==> config.mk <==
export PLATFORM = sky130hd
export DESIGN_NAME = instr_fetch_ctrl
export DESIGN_NICKNAME = d
export VERILOG_FILES = /design/src/rtl/cpu_pkg.sv /design/src/rtl/fetch_skid_fifo.sv /design/src/rtl/instr_fetch_ctrl.sv
export SDC_FILE = /design/constraint.sdc
export NUM_CORES = 1
export LEC_CHECK = 0
export BUFFER_PORTS_ARGS = -buffer_cell sky130_fd_sc_hd__buf_2
export CORE_MARGIN = 5
export CORE_UTILIZATION = 40
export DETAILED_ROUTE_END_ITERATION = 8
export PLACE_DENSITY_LB_ADDON = 0.08
export SLEW_MARGIN = 5
export SYNTH_ARGS = -nofsm -noshare
export SYNTH_HDL_FRONTEND = slang
export SYNTH_SLANG_ARGS = --single-unit
==> constraint.sdc <==
create_clock -name clk -period 2.4 [get_ports clk]
set_clock_uncertainty 0.2 [all_clocks]
set_input_delay 0 -clock clk [delete_from_list [all_inputs] [get_ports clk]]
set_output_delay 0 -clock clk [all_outputs]
set_load 0.005 [all_outputs]
==> src/rtl/cpu_pkg.sv <==
// Shared CPU definitions: datapath widths, the 28-entry opcode map and the fetch-state enum.
package cpu_pkg;

  localparam int PC_W    = 16;
  localparam int INSTR_W = 9;
  localparam int OPC_W   = 5;

  localparam logic [OPC_W-1:0] OPC_NOP  = 5'b00000;
  localparam logic [OPC_W-1:0] OPC_ADD  = 5'b00001;
  localparam logic [OPC_W-1:0] OPC_SUB  = 5'b00010;
  localparam logic [OPC_W-1:0] OPC_AND  = 5'b00011;
  localparam logic [OPC_W-1:0] OPC_OR   = 5'b00100;
  localparam logic [OPC_W-1:0] OPC_XOR  = 5'b00101;
  localparam logic [OPC_W-1:0] OPC_NOT  = 5'b00110;
  localparam logic [OPC_W-1:0] OPC_SHL  = 5'b00111;
  localparam logic [OPC_W-1:0] OPC_SHR  = 5'b01000;
  localparam logic [OPC_W-1:0] OPC_ADDI = 5'b01001;
  localparam logic [OPC_W-1:0] OPC_SUBI = 5'b01010;
  localparam logic [OPC_W-1:0] OPC_ANDI = 5'b01011;
  localparam logic [OPC_W-1:0] OPC_ORI  = 5'b01100;
  localparam logic [OPC_W-1:0] OPC_XORI = 5'b01101;
  localparam logic [OPC_W-1:0] OPC_LDI  = 5'b01110;
  localparam logic [OPC_W-1:0] OPC_LD   = 5'b01111;
  localparam logic [OPC_W-1:0] OPC_ST   = 5'b10000;
  localparam logic [OPC_W-1:0] OPC_BEZ  = 5'b10001;
  localparam logic [OPC_W-1:0] OPC_BNZ  = 5'b10010;
  localparam logic [OPC_W-1:0] OPC_BLT  = 5'b10011;
  localparam logic [OPC_W-1:0] OPC_BGE  = 5'b10100;
  localparam logic [OPC_W-1:0] OPC_CMP  = 5'b10101;
  localparam logic [OPC_W-1:0] OPC_MOV  = 5'b10110;
  localparam logic [OPC_W-1:0] OPC_INC  = 5'b10111;
  localparam logic [OPC_W-1:0] OPC_JUMP = 5'b11000;
  localparam logic [OPC_W-1:0] OPC_CALL = 5'b11001;
  localparam logic [OPC_W-1:0] OPC_HALT = 5'b11010;
  localparam logic [OPC_W-1:0] OPC_RET  = 5'b11011;

  typedef enum logic {
    FETCH_RUN    = 1'b0,
    FETCH_HALTED = 1'b1
  } fetch_state_e;

  function automatic logic [OPC_W-1:0] opcode_of(input logic [INSTR_W-1:0] instr);
    return instr[INSTR_W-1 -: OPC_W];
  endfunction

endpackage

==> src/rtl/fetch_skid_fifo.sv <==
// Two-entry FIFO between fetch and decode; the head is presented straight from storage.
module fetch_skid_fifo #(
  parameter int W = 25
) (
  input  logic         clk,
  input  logic         rst_n,
  input  logic         push_i,
  input  logic         pop_i,
  input  logic         flush_i,
  input  logic [W-1:0] din_i,
  output logic [W-1:0] dout_o,
  output logic         full_o,
  output logic         empty_o
);

  logic [W-1:0] mem_q [2];
  logic         rd_ptr_q;
  logic         wr_ptr_q;
  logic [1:0]   count_q;
  logic         push_ok;
  logic         pop_ok;

  assign full_o  = (count_q == 2'd2);
  assign empty_o = (count_q == 2'd0);
  assign dout_o  = mem_q[rd_ptr_q];
  assign push_ok = push_i && !full_o;
  assign pop_ok  = pop_i && !empty_o;

  always_ff @(posedge clk or negedge rst_n) begin
    if (!rst_n) begin
      for (int i = 0; i < 2; i++) mem_q[i] <= '0;
      rd_ptr_q <= 1'b0;
      wr_ptr_q <= 1'b0;
      count_q  <= 2'd0;
    end else if (flush_i) begin
      rd_ptr_q <= 1'b0;
      wr_ptr_q <= 1'b0;
      count_q  <= 2'd0;
    end else begin
      if (push_ok) begin
        mem_q[wr_ptr_q] <= din_i;
        wr_ptr_q        <= ~wr_ptr_q;
      end
      if (pop_ok) rd_ptr_q <= ~rd_ptr_q;
      case ({push_ok, pop_ok})
        2'b10:   count_q <= count_q + 2'd1;
        2'b01:   count_q <= count_q - 2'd1;
        default: count_q <= count_q;
      endcase
    end
  end

endmodule

==> src/rtl/instr_fetch_ctrl.sv <==
// Instruction-fetch controller: PC, RUN/HALTED FSM and decode handoff buffer.
// Define FETCH_PERF_EN to add the perf_issued / perf_stall counters.
module instr_fetch_ctrl #(
  parameter int                PC_W     = cpu_pkg::PC_W,
  parameter int                INSTR_W  = cpu_pkg::INSTR_W,
  parameter logic [PC_W-1:0]   RESET_PC = PC_W'(1)
) (
  input  logic               clk,
  input  logic               rst_n,
  output logic [PC_W-1:0]    pc,
  input  logic [INSTR_W-1:0] rom_instr,
  output logic               id_valid,
  output logic [INSTR_W-1:0] id_instr,
  output logic [PC_W-1:0]    id_pc,
  input  logic               id_ready,
  input  logic               redirect,
  input  logic [PC_W-1:0]    redirect_pc,
  input  logic               resume,
  output logic               halted
`ifdef FETCH_PERF_EN
  ,
  output logic [15:0]        perf_issued,
  output logic [15:0]        perf_stall
`endif
);
  import cpu_pkg::*;

  localparam int ENTRY_W = PC_W + INSTR_W;

  fetch_state_e      state_q;
  logic [PC_W-1:0]   pc_q;
  logic              halted_q;
  logic              fifo_full;
  logic              fifo_empty;
  logic              push;
  logic              pop;
  logic              is_halt;
  logic [ENTRY_W-1:0] head;

  // Fullness is judged before any same-cycle pop, so a freed slot only admits a write next cycle.
  assign push    = !redirect && (state_q == FETCH_RUN) && !fifo_full;
  assign pop     = !fifo_empty && id_ready;
  assign is_halt = (opcode_of(rom_instr) == OPC_HALT);

  fetch_skid_fifo #(.W(ENTRY_W)) u_fifo (
    .clk     (clk),
    .rst_n   (rst_n),
    .push_i  (push),
    .pop_i   (pop),
    .flush_i (redirect),
    .din_i   ({pc_q, rom_instr}),
    .dout_o  (head),
    .full_o  (fifo_full),
    .empty_o (fifo_empty)
  );

  always_ff @(posedge clk or negedge rst_n) begin
    if (!rst_n) begin
      state_q  <= FETCH_RUN;
      pc_q     <= RESET_PC;
      halted_q <= 1'b0;
    end else if (redirect) begin
      state_q  <= FETCH_RUN;
      pc_q     <= redirect_pc;
      halted_q <= 1'b0;
    end else if (push) begin
      pc_q <= pc_q + 1'b1;
      if (is_halt) begin
        state_q  <= FETCH_HALTED;
        halted_q <= 1'b1;
      end
    end else if (state_q == FETCH_HALTED && resume) begin
      state_q  <= FETCH_RUN;
      halted_q <= 1'b0;
    end
  end

  assign pc       = pc_q;
  assign halted   = halted_q;
  assign id_valid = !fifo_empty;
  assign id_pc    = head[ENTRY_W-1 -: PC_W];
  assign id_instr = head[INSTR_W-1:0];

`ifdef FETCH_PERF_EN
  logic [15:0] perf_issued_q;
  logic [15:0] perf_stall_q;

  always_ff @(posedge clk or negedge rst_n) begin
    if (!rst_n) begin
      perf_issued_q <= 16'd0;
      perf_stall_q  <= 16'd0;
    end else begin
      if (pop) perf_issued_q <= perf_issued_q + 16'd1;
      if (!fifo_empty && !id_ready) perf_stall_q <= perf_stall_q + 16'd1;
    end
  end

  assign perf_issued = perf_issued_q;
  assign perf_stall  = perf_stall_q;
`endif

endmodule

==> flow_metrics.tcl <==
set metrics [dict create \
    vdd_drop_max_v 0.000450 \
    synth_cells 270 \
    dp_hpwl_um 5300 \
    synth_area_leader_cell "dfrtp_1" \
    htree_levels 3 \
    synth_ff_type "dfrtp_1" \
    hold_class "in -> async" \
    initial_utilization_pct 40.7 \
    synth_top_cell_area_share_pct 52.6 \
    slew_violations 0 \
    first_global_vias 2701 \
    gp_congestion 0.769 \
    num_antenna_cells 0 \
    relSlewSlack_pct 37.7 \
    worst-slew-pin-transition_ns 0.935 \
    grt_max_degree 72 \
    wire_per_inst_um 16.0 \
    dr.pass1.iters 4 \
    die_height_um 101 \
    p_per_area_nw_per_um2 773 \
    setup_violations 0 \
    num_vias 2523 \
    clockRootBuffer "clkbuf_8" \
    yosysWarnings 0 \
    cts_buffers 9 \
    yosys-top-cells-count "mux2_2 (73), dfrtp_1 (70), nand2_1 (21), o21ai_0 (12), clkbuf_1 (10)" \
    synth_cell_types 45 \
    syn_avg_cell_area_um2 12.3 \
    async_flop_share_pct 100 \
    antenna_found_initial 0 \
    ant_nets 0 \
    maxCapViolations 0 \
    finalCritPeriodShare_pct 95.5 \
    cts_buffer_depth 2 \
    netlist_area_um2 3330 \
    cts.clk_slew.worst_paths_ns 0.08 \
    worstPathMaxFanout 5 \
    crit_family "buffers and inverters" \
    drive_above_1_share_pct 46.1 \
    cp.required_ns 2.42 \
    timing.rr.start "pc[0]" \
    status "finished, final reports clean" \
    crit_type "reg -> reg" \
    synthTopCellsByArea "dfrtp_1 (53%), mux2_2 (25%), nand2_1 (2.4%)" \
    dr.first_iter.drc_count 90 \
    arrival_ns 2.31 \
    fmax_mhz 436 \
    design_area_um2 4520 \
    drc 0 \
    cellLeakagePower_nw 2.01 \
    syn_nets 301 \
    crit_path_start "pc[0]" \
    seq_area_frac_synth_pct 53.4 \
    die_area_um2 10200 \
    pin_count 73 \
    wl_um 8070 \
    postPlaceCellArea_um2 3850 \
    synth-seq-cells 71 \
    path_cells "nand4_1 -> buf_4 -> nor4b_2 -> xnor2_1 -> o21ai_0 -> dlygate4sd3_1" \
    period_needed_ns 2.29 \
    core_area_um2 8180 \
    clock_sinks 71 \
    tns_ns 0 \
    insertion_delay_ns 0.34 \
    viasPerCell 5.01 \
    hold_viol_final 0 \
    worst_path_largest_cell_delay_ns 0.60 \
    crit_path_end_kind "register" \
    fp-row-count 33 \
    grt-ovfl-total 0 \
    area_growth_pct 35.7 \
    rsz0062_at_grt "false" \
    cp-start-kind "register" \
    die_x_um 101 \
    synth_edf_count 0 \
    grt_pass1_wl_um 13700 \
    portBuffers 72 \
    num-fill-cells 742 \
    nets 426 \
    grt_use_total_pct 17.1 \
    cts_tree "yes" \
    yosysMostFrequentCell "mux2_2" \
    slowest_stage "dfstp_2" \
    cp_num_buf_inv 2 \
]
-- cells by family (layout without fill, tap and decap cells) --
kind of cell	Yosys count	count (layout)	synth area share [%]
xor gates and xnor gates	7	7	1.84
AOI/OAI and AO/OA	32	32	6.28
buffers and inverters	19	148	2.44
and+or+nand+nor	66	66	10.7
adders and majority gates	1	1	0.376
muxes	74	74	25.0
DFF	71	71	53.4
-- state kept, by name (all words and copies together), names as in the netlist --
name / flops
halted: 1
pc: 16
u_fifo.wr_ptr_q: 1
u_fifo.rd_ptr_q: 1
u_fifo.count_q: 2
u_fifo.mem_q: 50
-- final timing paths --
| path | endpoint | slack, ns | depth (start not counted) |
|---|---|---|---|
| hold / removal | u_fifo.mem_q[18] | 0.12 | 2 |
| setup / recovery | pc[5] | 0.11 | 6 |
| min in group clk | pc[8] | 0.22 | 4 |
| hold reg to reg | u_fifo.mem_q[15] | 0.29 | 2 |
| max in group asynchronous | u_fifo.mem_q[13] | 1.24 | 2 |
| setup reg to reg | pc[5] | 0.11 | 6 |
-- layout by cell type, fill, tap and decap left out, types with 2 or more instances in the layout --
master and n:
o311ai_0 3, nand3_1 5, nor4_1 2, xor2_1 2, nand2_1 21, a21oi_1 2, buf_4 15, o31a_1 2
nand2b_1 4, buf_2 71, xnor2_1 5, o211ai_1 3, nor3_1 3, dlygate4sd3_1 42, or2_2 2, clkbuf_8 11
o21ai_0 12, or3_1 2, dfrtp_1 70, clkinv_2 3, nor2_1 8, and4_1 2, mux2_2 73, a31oi_1 4
inv_1 5, nand4_1 4
-- per-layer routing --
layer / GRT usage [%] / routed length (µm)
met3: 3.10 / 307
met4: 6.44 / 89
met2: 26.4 / 3680
met5: 0 / 0
met1: 24.2 / 3990
-- cell type report --
type | count | area, µm² | share of cell area [%]
Sequential cell | 71 | 1780 | 39.4
Multi-Input combinational cell | 180 | 1510 | 33.3
Timing Repair Buffer | 128 | 888 | 19.7
Clock buffer | 11 | 151 | 3.35
Tap cell | 105 | 131 | 2.91
Clock inverter | 4 | 45.0 | 0.997
Inverter | 5 | 18.8 | 0.415
-- report_power, final --
| part | leakage (nW) | internal [mW] | total, mW | switching (mW) |
|---|---|---|---|---|
| clock network | 0.105 | 0.526 | 0.964 | 0.438 |
| registers | 0.844 | 1.47 | 1.64 | 0.172 |
| logic | 1.06 | 0.550 | 0.886 | 0.335 |
-- timing repair --
action	CTS	global route
hold endpoints to repair	109	0
buffers inserted	0	3
gates resized for setup	0	5
setup endpoints to repair	0	3
hold buffers	42	0
-- worst register-to-register path, stage by stage (launching register included) --
cell           delay [ns]
dfstp_2              0.60
nand4_1              0.16
buf_4                0.19
nor4b_2              0.24
xnor2_1              0.15
o21ai_0              0.08
dlygate4sd3_1        0.57
-- per-stage QoR --
stage	instances	power, mW	utilization [%]	worst slack (ns)	hold WS (ns)
floorplan	270	2.14	-	0.283	-0.496
global placement	444	2.47	47.1	0.243	-0.00121
detailed placement	444	2.49	47.1	0.228	-0.00272
CTS	501	3.52	54.7	0.0173	0.164
global route	504	3.71	55.3	0.00320	0.186
finish	504	3.49	55.3	0.107	0.122
(Power assumes the default switching activity.)
